===== src/rtl/fifo_access_arbiter.sv =====
// fifo_access_arbiter
//   Front-end scheduler for the board FIFO. Two write requesters (A, B) share
//   the FIFO's single write port through round-robin arbitration, and one read
//   requester is serviced alongside. A local occupancy count keeps the FIFO
//   from overflowing or underflowing. Every grant and enable is registered and
//   lasts exactly one cycle.
//
//   Optional build macro: FIFO_ARB_ERR_FLAGS_EN adds the err_clr input and the
//   sticky err_ovf / err_udf outputs.
//
// Ports
//   clk, rst            clock (rising edge), asynchronous active-low reset
//   flush               level-sensitive flush request
//   req_a/data_a/gnt_a  requester A: request, write data, grant pulse
//   req_b/data_b/gnt_b  requester B: request, write data, grant pulse
//   rd_req/rd_gnt       read request and read grant pulse
//   fifo_wr_en/_data    write strobe and write data driven into the FIFO
//   fifo_rd_en          read strobe driven into the FIFO
//   fifo_clr            one-cycle FIFO clear pulse
//   level/full/empty    registered occupancy and its two flags
//   err_clr/err_ovf/err_udf  (macro only) sticky blocked-request flags
module fifo_access_arbiter #(
  parameter int DATA_WIDTH  = 8,
  parameter int DEPTH       = 16,
  parameter int CNT_W       = 5,
  parameter int INIT_CYCLES = 2
) (
  input  logic                  clk,
  input  logic                  rst,
  input  logic                  flush,
  input  logic                  req_a,
  input  logic [DATA_WIDTH-1:0] data_a,
  output logic                  gnt_a,
  input  logic                  req_b,
  input  logic [DATA_WIDTH-1:0] data_b,
  output logic                  gnt_b,
  input  logic                  rd_req,
  output logic                  rd_gnt,
  output logic                  fifo_wr_en,
  output logic [DATA_WIDTH-1:0] fifo_wr_data,
  output logic                  fifo_rd_en,
  output logic                  fifo_clr,
  output logic [CNT_W-1:0]      level,
  output logic                  full,
  output logic                  empty
`ifdef FIFO_ARB_ERR_FLAGS_EN
  ,
  input  logic                  err_clr,
  output logic                  err_ovf,
  output logic                  err_udf
`endif
);

  localparam logic [1:0] S_INIT  = 2'd0;
  localparam logic [1:0] S_RUN   = 2'd1;
  localparam logic [1:0] S_FLUSH = 2'd2;

  // INIT always lasts at least one edge, even when INIT_CYCLES is 0.
  localparam int          ICW       = (INIT_CYCLES > 1) ? $clog2(INIT_CYCLES + 1) : 1;
  localparam logic [ICW-1:0] INIT_LAST = (INIT_CYCLES > 0) ? ICW'(INIT_CYCLES - 1) : '0;
  localparam logic [CNT_W-1:0] DEPTH_C = CNT_W'(DEPTH);

  logic [1:0]       state;
  logic [ICW-1:0]   init_cnt;
  logic             ptr_b;      // 1: B has priority on the next tie

  logic             run_ok;
  logic             a_req, b_req, r_req;
  logic             rd_win, wr_room;
  logic             a_ok, b_ok, a_win, b_win, wr_win;
  logic [CNT_W-1:0] level_nxt;

  // A request is masked while its own grant is high. That registered grant
  // refers to the request the holder is only now dropping, so it must not be
  // counted a second time.
  assign a_req  = req_a  & ~gnt_a;
  assign b_req  = req_b  & ~gnt_b;
  assign r_req  = rd_req & ~rd_gnt;

  // Flush takes priority over every request in the cycle it is seen.
  assign run_ok = (state == S_RUN) & ~flush;

  // The read decision depends only on current occupancy. A write cannot make
  // an empty FIFO readable in the same cycle. A full FIFO can accept a write
  // when a read drains one word at the same edge.
  assign rd_win  = run_ok & r_req & ~empty;
  assign wr_room = ~full | rd_win;
  assign a_ok    = run_ok & a_req & wr_room;
  assign b_ok    = run_ok & b_req & wr_room;
  assign a_win   = a_ok & (~b_ok | ~ptr_b);
  assign b_win   = b_ok & (~a_ok |  ptr_b);
  assign wr_win  = a_win | b_win;

  always_comb begin
    level_nxt = level;
    if ((state == S_RUN) && flush) begin
      level_nxt = '0;
    end else if (wr_win && !rd_win) begin
      level_nxt = level + CNT_W'(1);
    end else if (rd_win && !wr_win) begin
      level_nxt = level - CNT_W'(1);
    end
  end

  always_ff @(posedge clk or negedge rst) begin
    if (!rst) begin
      state        <= S_INIT;
      init_cnt     <= '0;
      ptr_b        <= 1'b0;
      gnt_a        <= 1'b0;
      gnt_b        <= 1'b0;
      rd_gnt       <= 1'b0;
      fifo_wr_en   <= 1'b0;
      fifo_wr_data <= '0;
      fifo_rd_en   <= 1'b0;
      fifo_clr     <= 1'b0;
      level        <= '0;
      full         <= 1'b0;
      empty        <= 1'b1;
    end else begin
      case (state)
        S_INIT: begin
          if (init_cnt == INIT_LAST) state <= S_RUN;
          else                       init_cnt <= init_cnt + ICW'(1);
        end
        S_RUN:   if (flush) state <= S_FLUSH;
        S_FLUSH: state <= S_RUN;
        default: state <= S_INIT;
      endcase

      gnt_a      <= a_win;
      gnt_b      <= b_win;
      rd_gnt     <= rd_win;
      fifo_wr_en <= wr_win;
      fifo_rd_en <= rd_win;
      fifo_clr   <= (state == S_RUN) & flush;
      level      <= level_nxt;
      full       <= (level_nxt == DEPTH_C);
      empty      <= (level_nxt == '0);

      // Write data is only loaded on a write, so it holds the last value
      // that was written.
      if (wr_win) begin
        fifo_wr_data <= a_win ? data_a : data_b;
        ptr_b        <= a_win;
      end
    end
  end

`ifdef FIFO_ARB_ERR_FLAGS_EN
  logic ovf_set, udf_set;

  // A flag sets only when the named flag is the sole reason for the block.
  // It does not set when the request is masked by its own grant or when the
  // block comes from INIT or FLUSH.
  assign ovf_set = run_ok & (a_req | b_req) & full & ~rd_win;
  assign udf_set = run_ok & r_req & empty;

  always_ff @(posedge clk or negedge rst) begin
    if (!rst) begin
      err_ovf <= 1'b0;
      err_udf <= 1'b0;
    end else begin
      err_ovf <= ovf_set | (err_ovf & ~err_clr);
      err_udf <= udf_set | (err_udf & ~err_clr);
    end
  end
`endif

endmodule


===== config.mk =====
export PLATFORM = sky130hd
export DESIGN_NAME = fifo_access_arbiter
export DESIGN_NICKNAME = d
export VERILOG_FILES = /design/src/rtl/fifo_access_arbiter.sv
export SDC_FILE = /design/constraint.sdc
export NUM_CORES = 1
export LEC_CHECK = 0
export CAP_MARGIN = 40
export CELL_PAD_IN_SITES_DETAIL_PLACEMENT = 1
export CELL_PAD_IN_SITES_GLOBAL_PLACEMENT = 1
export CORE_ASPECT_RATIO = 1.1
export CORE_MARGIN = 2
export CORE_UTILIZATION = 30
export DETAILED_ROUTE_END_ITERATION = 12
export PLACE_DENSITY_LB_ADDON = 0.1
export SLEW_MARGIN = 10
export SYNTH_ARGS = -nofsm -noshare
export SYNTH_HDL_FRONTEND = slang
export SYNTH_SLANG_ARGS = --single-unit

===== constraint.sdc =====
create_clock -name clk -period 1.9 [get_ports clk]
set_input_delay 0.285 -clock clk [delete_from_list [all_inputs] [get_ports clk]]
set_output_delay 0.285 -clock clk [all_outputs]
set_load 0.05 [all_outputs]

==> results by group, run 1 <==
Run status
  • Status: finished, final reports clean

Logic synthesis
  • Yosys warnings: 0
  • Share of flip-flops with an asynchronous set or reset: 1.00
  • Cells after synthesis: roughly 120
  • Post-synthesis register bit count: 25
  • Cell variety after synth: between 40 and 50
  • Primary FF master, synth: dfrtp_1
  • Synth Net Count: approximately 140
  • Syn Area/Cell: 10.8 sq um
  • Post-synthesis sequential area ratio: 0.494
  • Mapped Area: approximately 1300 sq um
  • Yosys top cell area share: 0.473
  • Number of synthesized flops with an enable pin: 0
  • Area contributors post-synth: dfrtp_1 (47%), a222oi_1 (3.9%), inv_1 (3.3%), mux2i_1 (3.2%), ha_1 (3.0%)
  • Cell taking the most area after synthesis: dfrtp_1

CTS
  • CTS tree: yes
  • CTS buffer count: 3
  • Worst skew pair latency: 270 ps
  • H-tree Lvls: 1
  • CTS Buffer Depth: 2
  • Clock Sinks: 25
  • Root buffer cell: clkbuf_8
  • CTS clk-pin slew, worst paths: ~90 ps

STA
  • Final Cycle Share: 0.969
  • Setup_tns: 0 ps
  • Max-slew headroom: 0.657
  • Final hold vios: 0
  • Min Tclk post-route: approximately 1800 ps
  • PnR worst setup slack: a little under 60 ps
  • RSZ-0062 raised after global routing: true
  • Clk_skew: around 6.2 ps
  • Fmax: between 500 and 600 MHz
  • Hold slack: approximately 380 ps
  • Slew Limit Fails: 0
  • Slew @ Worst Pin: between 500 and 600 ps
  • Final Setup Violations: 0

Worst setup path
  • Crit path DAT: roughly 2000 ps
  • Worst-path fanout max: 4
  • Type of origin of the critical path: register
  • Crit end category: register
  • WS Path Type: reg -> reg
  • Critical Path RT: approximately 2100 ps

Placement
  • Routability congestion estimate: approximately 0.86
  • Port Buffers: 42
  • Worst slack at placement: -381 ps
  • Final HPWL DP: 2790 um
  • Cells after DPL: approximately 230

Die
  • IO Count: 43
  • Row cnt: 24
  • Chip height: ~72 um
  • Die W: approximately 66 um
  • Core Region: just over 4000 sq um
  • Initial Util: 0.315
  • Die area: 4770 sq um

Pwr
  • Leak: roughly 0.92 nW
  • PwrDens: roughly 1500 nW/um^2
  • VDD IR max: between 800 and 900 uV

GRT
  • Vias in the first global route: approximately 1300
  • Largest net degree at the start of global routing: 26
  • Layer with the highest usage: met2
  • GR Layer Usage met3: 0.0341
  • First-pass GRT wire length: about 6000 um
  • Met2 Use GR: 0.308
  • Grt met1 use: 0.190
  • Global route overflow: 0
  • Initial antenna violation count: 0
  • GR Util All Layers: 0.167

Layout
  • Layout Nets: 211
  • Ratio of cells with drive above 1 in the final layout: 0.330
  • Fin cells: 237
  • Area Overhead vs Synth: 65.1%
  • Antenna Diode Count: 0

Routing
  • Detailed Route WL: 3880 um
  • Drt drc: 0
  • Avg WL per Cell: ~16 um
  • First DRT Iteration DRCs: 65
  • Final ANT Viol Nets: 0
  • Drt via density: between 5 and 6
  • DR pass1 iterations: 7
  • Vias: around 1200

Flow run
  • Max-cap violations: 0

Hold path
  • Worst Hold Class: in -> async
[cell type report]
| cell class | count | area (sq um) |
|---|---|---|
| clock buffer | 3 | 41.3 |
| clock inverter | 1 | 5.00 |
| fill | 462 | 1930 |
| inverter | 12 | 45.0 |
| multi-input combinational | 77 | 693 |
| sequential | 25 | 632 |
| tap | 52 | 65.1 |
| timing repair buffer | 67 | 613 |
[through the flow]
| step | power (W) | cell area, sq um | utilization |
|---|---|---|---|
| 2_1_floorplan | 0.00195 | 1290 | - |
| 3_3_place_gp | 0.00250 | 1870 | 0.465 |
| 3_5_place_dp | 0.00256 | 1870 | 0.465 |
| 4_1_cts | 0.00293 | 1950 | 0.484 |
| 5_1_grt | 0.00327 | 2090 | 0.521 |
| 6_report | 0.00307 | 2090 | 0.521 |
[registers in the layout (all words and copies together) (netlist names)]
name          cells
fifo_clr          1
level             5
fifo_rd_en        1
empty             1
gnt_a             1
gnt_b             1
init_cnt          2
full              1
fifo_wr_en        1
fifo_wr_data      8
state             2
ptr_b             1
[worst paths after layout]
kind | from | end | slack, ps | depth (start not counted)
hold / removal | rst | fifo_clr$_DFF_PN0_ | 380 | 2
setup reg to reg | fifo_rd_en$_DFF_PN0_ | fifo_wr_data[6]$_DFFE_PN0P_ | 60 | 6
setup / recovery | fifo_rd_en$_DFF_PN0_ | fifo_wr_data[6]$_DFFE_PN0P_ | 60 | 6
max in group asynchronous | rst | empty$_DFF_PN1_ | 1220 | 2
hold reg to reg | init_cnt[0]$_DFFE_PN0P_ | init_cnt[0]$_DFFE_PN0P_ | 490 | 1
min in group clk | flush | fifo_clr$_DFF_PN0_ | 440 | 4
[repair_timing]
action	CTS	global route
buffers inserted	1	8
setup endpoints to repair	2	9
cloned	0	0
resized for setup	5	19
pin swaps	1	8
hold buffers	0	0
[worst max-delay path: stages (launching register included)]
cell      delay [ps]
dfrtp_2          450
or3b_4           410
a21o_4           250
a211oi_4         210
buf_6            150
mux2i_1          190
o21ai_1           80
[cells by family (layout without fill, tap and decap cells)]
logic type      after synthesis  after routing  share of synthesized area
mux                           6              6                     0.0513
fa+ha+maj                     3              3                     0.0296
xor+xnor                      2              2                     0.0138
compound gates               31             31                      0.199
buf+inv                      15             83                     0.0493
flops                        25             25                      0.494
simple gates                 35             35                      0.163
[report_power, final]
group	switching [W]	leakage, nW	internal, W
Sequential	0.000161	0.316	0.000739
Clock	0.000173	0.0255	0.000147
Combinational	0.00111	0.579	0.000743
[placed cells by master (no fill, tap or decap), drive strengths merged, types with 2 or more instances in the layout]
| cell type | instances |
|---|---|
| a222oi | 5 |
| nor3 | 3 |
| nor3b | 2 |
| or3b | 2 |
| nor2 | 6 |
| dfrtp | 24 |
| inv | 12 |
| a21oi | 4 |
| a211oi | 3 |
| a2111oi | 2 |
| nand2b | 3 |
| clkdlybuf4s50 | 37 |
| ha | 3 |
| o21ai | 9 |
| nor2b | 2 |
| mux2i | 5 |
| clkbuf | 3 |
| nand3 | 2 |
| a21o | 2 |
| nand2 | 8 |
| dlymetal6s2s | 2 |
| buf | 28 |
[cell usage after synthesis, types with 3 or more instances]
| cell | instances |
|---|---|
| dfrtp_1 | 24 |
| inv_1 | 11 |
| nand2_1 | 8 |
| nor2_1 | 6 |
| a222oi_1 | 5 |
| o21ai_0 | 5 |
| a21oi_1 | 4 |
| mux2i_1 | 4 |
| o21ai_1 | 4 |
| ha_1 | 3 |
| nand2b_1 | 3 |
| nor3_1 | 3 |
[routing by layer]
layer / up-vias / share of wire / wire (um)
li1: 560 / - / -
met1: 585 / 0.41 / 1570
met2: 35 / 0.53 / 2060
met3: 8 / 0.040 / 155
met4: 0 / 0.023 / 91
met5: - / 0 / 0
No activity file was read; power rests on OpenSTA's default activity.
==> inputs of run 2 (changes only) <==
--- a/config.mk
+++ b/config.mk
@@ -10,7 +10,7 @@
 export CELL_PAD_IN_SITES_GLOBAL_PLACEMENT = 1
 export CORE_ASPECT_RATIO = 1.1
 export CORE_MARGIN = 2
-export CORE_UTILIZATION = 30
+export CORE_UTILIZATION = 23
 export DETAILED_ROUTE_END_ITERATION = 12
 export PLACE_DENSITY_LB_ADDON = 0.1
 export SLEW_MARGIN = 10
==> constraint.sdc (replaced) <==
create_clock -name clk -period 1.9 [get_ports clk]
set_input_delay 0.38 -clock clk [delete_from_list [all_inputs] [get_ports clk]]
set_output_delay 0.38 -clock clk [all_outputs]
set_load 0.05 [all_outputs]
==> run 2 against run 1 <==
Wire length is 5.5% lower. Via count decreased by 0.42%. Critical endpoint is now full$_DFF_PN0_. Combinational power is 5% lower. Largest cell class unchanged. Largest power group unchanged.
==> results by group, run 2 (synthesis results as in run 1) <==
Run status
  • Status: finished, final reports clean (unchanged)

Worst setup path
  • Worst-path fanout max: 7 (was 4)
  • Type of origin of the critical path: input port (was register)
  • WS Path Type: in -> reg (was reg -> reg)
  • Crit end category: register (unchanged)
  • Max incr delay on CP: 500 ps (was 450 ps)
  • Critical Path RT: 2070 ps (was 2050 ps)
  • Crit path DAT: 2010 ps (was 2000 ps)
  • Critical path cell sequence: clkdlybuf4s50_1 -> nand2b_4 -> buf_4 -> a2111oi_4 -> mux2_1 -> a21oi_1 -> nor4b_2 (was or3b_4 -> a21o_4 -> a211oi_4 -> buf_6 -> mux2i_1 -> o21ai_1)
  • CP max stage cell: clkdlybuf4s50_1 (was dfrtp_2)

Routing
  • Avg WL per Cell: 13.9 um (was 16.4 um)
  • Final ANT Viol Nets: 0 (unchanged)
  • First DRT Iteration DRCs: 49 (was 65)
  • Drt via density: 4.50 (was 5.01)
  • Detailed Route WL: 3660 um (was 3880 um)
  • Vias: 1183 (was 1188)
  • DR pass1 iterations: 4 (was 7)
  • Drt drc: 0 (unchanged)

STA
  • Max-slew headroom: 0.663 (was 0.657)
  • RSZ-0062 raised after global routing: true (unchanged)
  • Clk_skew: 3.28 ps (was 6.15 ps)
  • Min Tclk post-route: 1840 ps (about the same)
  • Slew @ Worst Pin: 505 ps (was 514 ps)
  • Final Setup Violations: 0 (unchanged)
  • PnR worst setup slack: 61.5 ps (was 58.1 ps)
  • Slew Limit Fails: 0 (unchanged)
  • Fmax: 544 MHz (was 543 MHz)
  • Hold slack: 482 ps (was 378 ps)
  • Final hold vios: 0 (unchanged)
  • Final Cycle Share: 0.968 (was 0.969)
  • Setup_tns: 0 ps (unchanged)

Placement
  • Worst slack at placement: -398 ps (was -381 ps)
  • Port Buffers: 42 (unchanged)
  • Final HPWL DP: 2800 um (was 2790 um)
  • Routability congestion estimate: 0.800 (was 0.862)

GRT
  • Largest net degree at the start of global routing: 26 (unchanged)
  • GR Util All Layers: 0.124 (was 0.167)
  • Initial antenna violation count: 0 (unchanged)
  • Vias in the first global route: 1253 (was 1310)
  • Global route overflow: 0 (unchanged)
  • First-pass GRT wire length: 5810 um (was 6070 um)

Layout
  • Biggest register: fifo_wr_data (unchanged)
  • Regs by FF count: fifo_wr_data (8), level (5) (unchanged)
  • Antenna Diode Count: 0 (unchanged)
  • Ratio of cells with drive above 1 in the final layout: 0.378 (was 0.330)
  • Layout Nets: 214 (was 211)
  • Area Overhead vs Synth: 63.7% (was 65.1%)
  • Filler cells: 619 (was 462)
  • Most common cell after layout, fill and taps aside: buf_4 (was clkdlybuf4s50_1)
  • Most frequent cells in the layout: buf_4 (42), clkdlybuf4s50_1 (24), dfrtp_1 (21) (was clkdlybuf4s50_1 (37), buf_4 (26), dfrtp_1 (20))
  • Max reg flops: 8 (unchanged)
  • Final core area utilization: 0.387 (was 0.521)

Die
  • Core Region: 5360 sq um (was 4020 sq um)
  • Chip height: 81.9 um (was 72.2 um)
  • Row cnt: 28 (was 24)
  • IO Count: 43 (unchanged)
  • Initial Util: 0.237 (was 0.315)
  • Die W: 74.8 um (was 66.0 um)
  • Die area: 6130 sq um (was 4770 sq um)

CTS
  • Root buffer cell: clkbuf_8 (unchanged)
  • Clock Sinks: 25 (unchanged)
  • CTS Buffer Depth: 2 (unchanged)
  • H-tree Lvls: 1 (unchanged)
  • CTS tree: yes (unchanged)
  • CTS clk-pin slew, worst paths: 80 ps (was 90 ps)
  • Worst skew pair latency: 260 ps (was 270 ps)
  • CTS buffer count: 3 (unchanged)

Hold path
  • Worst Hold Class: in -> async (unchanged)

Pwr
  • Leak: 0.946 nW (was 0.920 nW)
  • VDD IR max: 510 uV (was 800 uV)
  • PwrDens: 1420 nW/um^2 (was 1470 nW/um^2)

Flow run
  • Max-cap violations: 0 (unchanged)
run 2: cell count changes in the layout (fill, tap and decap cells not counted), moves of 2 or more:
cell | previous run | this run
buf_4 | 26 | 42
clkdlybuf4s50_1 | 37 | 24
dlygate4sd2_1 | 0 | 3
dlymetal6s2s_1 | 2 | 0
run 2: cell type report:
class,instances,area [sq um],area share
multi-input cells,77,669,0.322
inverters,12,45.0,0.0217
clock buffers,4,45.0,0.0217
repair buffers,70,593,0.286
well taps,75,93.8,0.0452
flip-flops and latches,25,631,0.304
run 2: stage by stage:
stage | instance area, sq um | cells | total power, W
after global routing | 2080 | 263 | 0.00317
after CTS | 2020 | 258 | 0.00295
after global placement | 1910 | 254 | 0.00255
after detailed placement | 1910 | 254 | 0.00257
final | 2080 | 263 | 0.00296
after floorplan | 1290 | 117 | 0.00195
run 2: worst max-delay path, delay by kind of cell:
kind / cells / cell delay (ps)
buffers and inverters: 2 / 650
muxes: 1 / 190
and+or+nand+nor: 2 / 320
AOI/OAI and AO/OA: 2 / 450
run 2: repair_timing:
item                                    in CTS  in global routing
gates resized for setup                     14                  5
hold buffers                                 0                  0
pin swaps                                    6                  3
setup buffers                                0                  5
endpoints found under the setup margin       6                  2
run 2: final timing paths:
kind | startpoint | to | slack (ps) | cells past startpoint
max in group asynchronous | rst | empty$_DFF_PN1_ | 1120 | 2
min | rst | level[0]$_DFF_PN0_ | 480 | 2
min reg2reg | init_cnt[0]$_DFFE_PN0P_ | init_cnt[0]$_DFFE_PN0P_ | 490 | 1
min in group clk | init_cnt[0]$_DFFE_PN0P_ | init_cnt[0]$_DFFE_PN0P_ | 490 | 1
max | req_a | full$_DFF_PN0_ | 60 | 7
max reg2reg | empty$_DFF_PN1_ | empty$_DFF_PN1_ | 70 | 7
run 2: layer usage:
| layer | vias up | wire length [um] | global-route usage |
|---|---|---|---|
| li1 | 571 | - | - |
| met1 | 582 | 1460 | 0.134 |
| met2 | 28 | 2030 | 0.243 |
| met3 | 2 | 155 | 0.0233 |
| met4 | 0 | 21 | 0.0321 |
| met5 | - | 0 | 0 |
run 2: report_power, final:
| group | total, W | internal, W | switching [W] |
|---|---|---|---|
| sequential | 0.000892 | 0.000738 | 0.000154 |
| combinational | 0.00176 | 0.000695 | 0.00106 |
| clock | 0.000308 | 0.000150 | 0.000159 |
| total | 0.00296 | 0.00158 | 0.00137 |
